<file path="src/rtl/muldiv_sequencer.sv">
`default_nettype none
// ============================================================================
// muldiv_sequencer : RV32M multiply / restoring-divide sequencer (execute stage)
// Revision: 1.0
// ============================================================================
module muldiv_sequencer #(
   parameter int DIV_STEPS = 32
) (
   input  logic        clk,
   input  logic        reset,
   input  logic        start,
   input  logic [4:0]  select,
   input  logic [31:0] data1,
   input  logic [31:0] data2,
   input  logic        flush,
   output logic        busy,
   output logic        result_valid,
   output logic [31:0] result
);

   localparam logic [4:0] c_MUL    = 5'h10;
   localparam logic [4:0] c_MULH   = 5'h11;
   localparam logic [4:0] c_MULHSU = 5'h12;
   localparam logic [4:0] c_MULHU  = 5'h13;
   localparam logic [4:0] c_DIV    = 5'h14;
   localparam logic [4:0] c_DIVU   = 5'h15;
   localparam logic [4:0] c_REM    = 5'h16;
   localparam logic [4:0] c_REMU   = 5'h17;
   localparam logic [4:0] c_LAST   = 5'(DIV_STEPS - 1);

   typedef enum logic [2:0] {
      S_IDLE    = 3'd0,
      S_MUL     = 3'd1,
      S_DIV_RUN = 3'd2,
      S_DIV_FIX = 3'd3,
      S_DONE    = 3'd4
   } state_t;

   state_t      r_state;
   logic [4:0]  r_sel;
   logic [31:0] r_op1, r_op2;
   logic [31:0] r_quo, r_rem, r_dvs;
   logic [4:0]  r_cnt;
   logic        r_busy, r_valid;
   logic [31:0] r_result;

   // Decode of the incoming request, used only on the accept edge
   logic        w_in_mul, w_in_div, w_in_signed, w_in_rem, w_overflow;
   logic [31:0] w_abs1, w_abs2;
   assign w_in_mul    = (select == c_MUL) || (select == c_MULH) ||
                        (select == c_MULHSU) || (select == c_MULHU);
   assign w_in_div    = (select == c_DIV) || (select == c_DIVU) ||
                        (select == c_REM) || (select == c_REMU);
   assign w_in_signed = (select == c_DIV) || (select == c_REM);
   assign w_in_rem    = (select == c_REM) || (select == c_REMU);
   assign w_overflow  = w_in_signed && (data1 == 32'h8000_0000) && (data2 == 32'hFFFF_FFFF);
   assign w_abs1      = (w_in_signed && data1[31]) ? -data1 : data1;
   assign w_abs2      = (w_in_signed && data2[31]) ? -data2 : data2;

   // Multiply on latched operands; only MULHU treats DATA1 as unsigned
   logic        w_a_signed, w_b_signed;
   logic [63:0] w_mul_a, w_mul_b, w_prod;
   assign w_a_signed = (r_sel != c_MULHU);
   assign w_b_signed = (r_sel == c_MUL) || (r_sel == c_MULH);
   assign w_mul_a    = {{32{w_a_signed & r_op1[31]}}, r_op1};
   assign w_mul_b    = {{32{w_b_signed & r_op2[31]}}, r_op2};
   assign w_prod     = w_mul_a * w_mul_b;

   // One restoring step: r_quo shifts dividend bits out and quotient bits in
   logic [32:0] w_shift, w_trial;
   logic        w_fit;
   assign w_shift = {r_rem, r_quo[31]};
   assign w_trial = w_shift - {1'b0, r_dvs};
   assign w_fit   = ~w_trial[32];

   logic        w_sgn_div, w_is_rem;
   logic [31:0] w_quo_fix, w_rem_fix;
   assign w_sgn_div = (r_sel == c_DIV) || (r_sel == c_REM);
   assign w_is_rem  = (r_sel == c_REM) || (r_sel == c_REMU);
   assign w_quo_fix = (w_sgn_div && (r_op1[31] ^ r_op2[31])) ? -r_quo : r_quo;
   assign w_rem_fix = (w_sgn_div && r_op1[31]) ? -r_rem : r_rem;

   always_ff @(posedge clk) begin
      if (reset) begin
         r_state  <= S_IDLE;
         r_sel    <= 5'd0;
         r_op1    <= 32'd0;
         r_op2    <= 32'd0;
         r_quo    <= 32'd0;
         r_rem    <= 32'd0;
         r_dvs    <= 32'd0;
         r_cnt    <= 5'd0;
         r_busy   <= 1'b0;
         r_valid  <= 1'b0;
         r_result <= 32'd0;
      end else if (flush) begin
         r_state <= S_IDLE;
         r_busy  <= 1'b0;
         r_valid <= 1'b0;
      end else begin
         r_valid <= 1'b0;
         case (r_state)
            S_IDLE, S_DONE: begin
               r_state <= S_IDLE;
               r_busy  <= 1'b0;
               if (start) begin
                  r_sel <= select;
                  r_op1 <= data1;
                  r_op2 <= data2;
                  if (w_in_mul) begin
                     r_state <= S_MUL;
                     r_busy  <= 1'b1;
                  end else if (w_in_div && (data2 == 32'd0)) begin
                     r_result <= w_in_rem ? data1 : 32'hFFFF_FFFF;
                     r_state  <= S_DONE;
                     r_valid  <= 1'b1;
                  end else if (w_overflow) begin
                     r_result <= w_in_rem ? 32'd0 : 32'h8000_0000;
                     r_state  <= S_DONE;
                     r_valid  <= 1'b1;
                  end else if (w_in_div) begin
                     r_quo   <= w_abs1;
                     r_dvs   <= w_abs2;
                     r_rem   <= 32'd0;
                     r_cnt   <= 5'd0;
                     r_state <= S_DIV_RUN;
                     r_busy  <= 1'b1;
                  end else begin
                     r_result <= 32'd0;
                     r_state  <= S_DONE;
                     r_valid  <= 1'b1;
                  end
               end
            end
            S_MUL: begin
               r_result <= (r_sel == c_MUL) ? w_prod[31:0] : w_prod[63:32];
               r_state  <= S_DONE;
               r_busy   <= 1'b0;
               r_valid  <= 1'b1;
            end
            S_DIV_RUN: begin
               r_rem <= w_fit ? w_trial[31:0] : w_shift[31:0];
               r_quo <= {r_quo[30:0], w_fit};
               r_cnt <= r_cnt + 5'd1;
               if (r_cnt == c_LAST) begin
                  r_state <= S_DIV_FIX;
               end
            end
            S_DIV_FIX: begin
               r_result <= w_is_rem ? w_rem_fix : w_quo_fix;
               r_state  <= S_DONE;
               r_busy   <= 1'b0;
               r_valid  <= 1'b1;
            end
            default: begin
               r_state <= S_IDLE;
               r_busy  <= 1'b0;
            end
         endcase
      end
   end

   assign busy         = r_busy;
   assign result_valid = r_valid;
   assign result       = r_result;

endmodule
`default_nettype wire

</file>
<file path="config.mk">
export PLATFORM = sky130hd
export DESIGN_NAME = muldiv_sequencer
export DESIGN_NICKNAME = d
export VERILOG_FILES = /design/src/rtl/muldiv_sequencer.sv
export SDC_FILE = /design/constraint.sdc
export NUM_CORES = 2
export LEC_CHECK = 0
export CAP_MARGIN = 20
export CELL_PAD_IN_SITES_DETAIL_PLACEMENT = 0
export CELL_PAD_IN_SITES_GLOBAL_PLACEMENT = 1
export CORE_MARGIN = 5
export CORE_UTILIZATION = 45
export DETAILED_ROUTE_END_ITERATION = 7
export PLACE_DENSITY_LB_ADDON = 0.1
export SYNTH_ARGS = -nofsm -noshare
export SYNTH_HDL_FRONTEND = slang
export SYNTH_SLANG_ARGS = --single-unit
</file>
<file path="constraint.sdc">
create_clock -name clk -period 11.1 [get_ports clk]
set_clock_uncertainty 0.05 [all_clocks]
set_input_delay 2.22 -clock clk [delete_from_list [all_inputs] [get_ports clk]]
set_output_delay 2.22 -clock clk [all_outputs]
set_load 0.05 [all_outputs]
</file>
==> reports/summary.txt <==
Flops & latches, synth = 207
Final-layout fill cell count = 11242
Post-DP HPWL = 130900 µm
CTS sink count = 207
Area of the core = 112300 µm²
Final Critical Period = 9.237 ns
# resized after CTS = 0
Worst-margin pin slew = 1.171 ns
Initial Util = 45.26%
Pwr/cell area = 54.06 nW/µm²
Yosys warns = 0
Unrepaired setup endpoints after global routing = false
H-tree level count = 1
Vias in the first global route = 41444
Setup crit end kind = flip-flop
DP Area = 53210 µm²
Avg Synthesized Cell Area = 8.569 µm²
Drt drc = 0
Final ANT Viol Nets = 0
CTS Hold Buffers Added = 0
CTS clk-pin slew, worst paths = 0.06 ns
Root buffer cell = clkbuf_16
Drt pass-1 iters = 8
Share of cells above drive strength 1 = 3.245%
First-pass GRT wire length = 254800 µm
CP Class = reg2reg
Cts bufs inserted = 25
Relative slew slack = 21.91%
Post-synth top flop = dfxtp_1
Data arrival, critical path = 9.59 ns
Netlist Area Pre-Place = 50850 µm²
Clk_lat worst skew = 0.56 ns
Grt total ovfl = 0
Status = finished, final reports clean
EDFF count, synth = 0
Routed WL = 162100 µm
Leakage power = 23.13 nW
CP max FO = 32
Fin. max-slew vios = 0
Hold Slack = 0.4044 ns
Cell with the most instances after synthesis = inv_1
Fin crit share = 83.22%
Initial antenna violation count = 2
Number of max-cap violations = 0
Rows = 123
Worst Setup Start Kind = flip-flop
Sequential share of the synthesized area = 8.150%
Die height = 346.1 µm
# Post-CTS Setup Buffers = 0
Vias = 39569
Via density = 5.401
Synth top area share = 44.33%
Die area = 119800 µm²
Final Cell Area = 53980 µm²
I/O Buffers = 106
Initial DRC count = 2736
Syn Inst Count = 5934
Hold WC Path Type = reg2reg
Synth cell count leaders = 1137 x inv_1, 1126 x fa_1, 1033 x nand2_1
Final WS setup = 1.863 ns
Dominant cell type by area after synthesis = fa_1
Pre-CTS setup slack = 1.889 ns
Largest cells by area after synthesis = fa_1 44%, inv_1 8.4%, dfxtp_1 8.1%
RePlAce Congestion = 0.8931
Pin count of the biggest net entering global routing = 70
Wire per inst = 22.13 µm
Endpoints failing hold = 0
I/O pin count = 107
Mapped Nets = 7385
Area grow syn2layout = 6.152%
Nets = 7260
Critical path required time = 11.46 ns
Max Clk Rate = 108.3 MHz
Post-synth cell types = 92
CTS tree = done
Final setup violation count = 0
Maximum VDD drop = 0.09445 mV
Worst-case clock buffer depth = 3
Asr flop ratio synth = 0%
Chip width = 346.1 µm
Setup tns final = 0 ns
Total GRT Usage = 27.25%
## layout by cell type (no fill, tap or decap), types with 9 or more instances in the layout
cell type,n
o21a_1,18
or2_2,15
inv_1,1137
nand3_1,29
nor2_1,275
clkbuf_16,25
a21oi_1,245
o22ai_1,11
xor2_1,85
mux2i_1,31
o31ai_1,19
clkdlybuf4s50_1,105
nand2b_1,17
a31oi_1,24
or3_1,21
nor4_1,16
xnor2_1,125
o21ai_0,103
o21bai_1,12
and2_1,335
dfxtp_1,204
nand4_1,24
a21o_1,40
a311oi_1,9
a211oi_1,57
nand2_1,1033
a222oi_1,29
or4_1,9
o211ai_1,15
fa_1,1126
ha_1,252
nor2b_1,12
nor3_1,65
o21ai_1,35
buf_4,99
and3_1,18
o221ai_1,15
## registers in the layout (all words and copies together), names as in the netlist
register      flops
r_op2            32
result_valid      1
r_quo            32
r_cnt             5
r_state           3
busy              1
r_sel             5
r_rem            32
r_op1            32
r_dvs            32
result           32
## worst paths after layout
path | depth (start not counted) | startpoint | end | slack [ns]
max | 25 | r_sel[3] | result[26] | 1.86
min | 2 | r_op2[19] | r_op2[19] | 0.40
max reg2reg | 25 | r_sel[3] | result[26] | 1.86
min reg2reg | 2 | r_op2[19] | r_op2[19] | 0.40
## worst max-delay path: stages, from the launching register on
cell and delay, ns:
dfxtp_1 0.32, nand2b_1 0.17, o31a_1 0.28, buf_4 0.30, nand2_1 0.47, inv_1 0.14
fa_1 0.67, fa_1 0.54, fa_1 0.60, fa_1 0.55, inv_1 0.55, fa_1 0.56
fa_1 0.56, fa_1 0.43, fa_1 0.50, inv_1 0.05, ha_1 0.46, and3_1 0.24
nand2_1 0.10, nor2_1 0.19, o21ai_0 0.32, a21oi_1 0.32, nor3_1 0.12, xnor2_1 0.18
a221oi_1 0.31, nor3_1 0.08
## where the power goes
group	leakage, nW	total, mW	internal [mW]	switching (mW)
combinational	21.1	1.30	0.455	0.843
sequential	1.68	0.815	0.768	0.0474
clock	0.380	0.804	0.454	0.351
total	23.1	2.92	1.68	1.24
## routing by layer
metal	global-route usage, %	vias to the layer above	routed length (µm)
li1	-	17812	-
met1	38.29	20602	71930
met3	2.232	148	7415
met5	0	-	0
met4	4.494	0	3501
met2	47.23	1007	79290
## per-stage QoR
stage               utilization (%)  power [mW]  instances
floorplan                         -       1.648       5934
global placement              47.32       2.120       7280
detailed placement            47.36       2.127       7282
CTS                           48.04       2.937       7325
global route                  48.04       3.088       7325
finish                        48.04       2.918       7326
## final cells by class
| cell class | count | area [µm²] | share of cell area, % |
|---|---|---|---|
| diodes | 1 | 2.502 | 0.004636 |
| clock buffers | 38 | 734.5 | 1.361 |
| clock inverters | 5 | 32.53 | 0.06027 |
| inverters | 1137 | 4268 | 7.907 |
| multi-input cells | 4231 | 41070 | 76.08 |
| flip-flops and latches | 207 | 4148 | 7.684 |
| well taps | 1500 | 1877 | 3.477 |
| repair buffers | 207 | 1848 | 3.424 |
## cells by family after synthesis
family | count (synthesis) | share of synthesized area [%]
AND/OR/NAND/NOR | 1912 | 17.17
buffers and inverters | 1496 | 11.14
adder cells (fa/ha/maj) | 1378 | 50.53
AO/OA/AOI/OAI | 698 | 8.743
XOR/XNOR | 211 | 3.634
flip-flops | 207 | 8.150
multiplexers | 32 | 0.6324
Note: power is estimated with default switching activity, not from simulation.
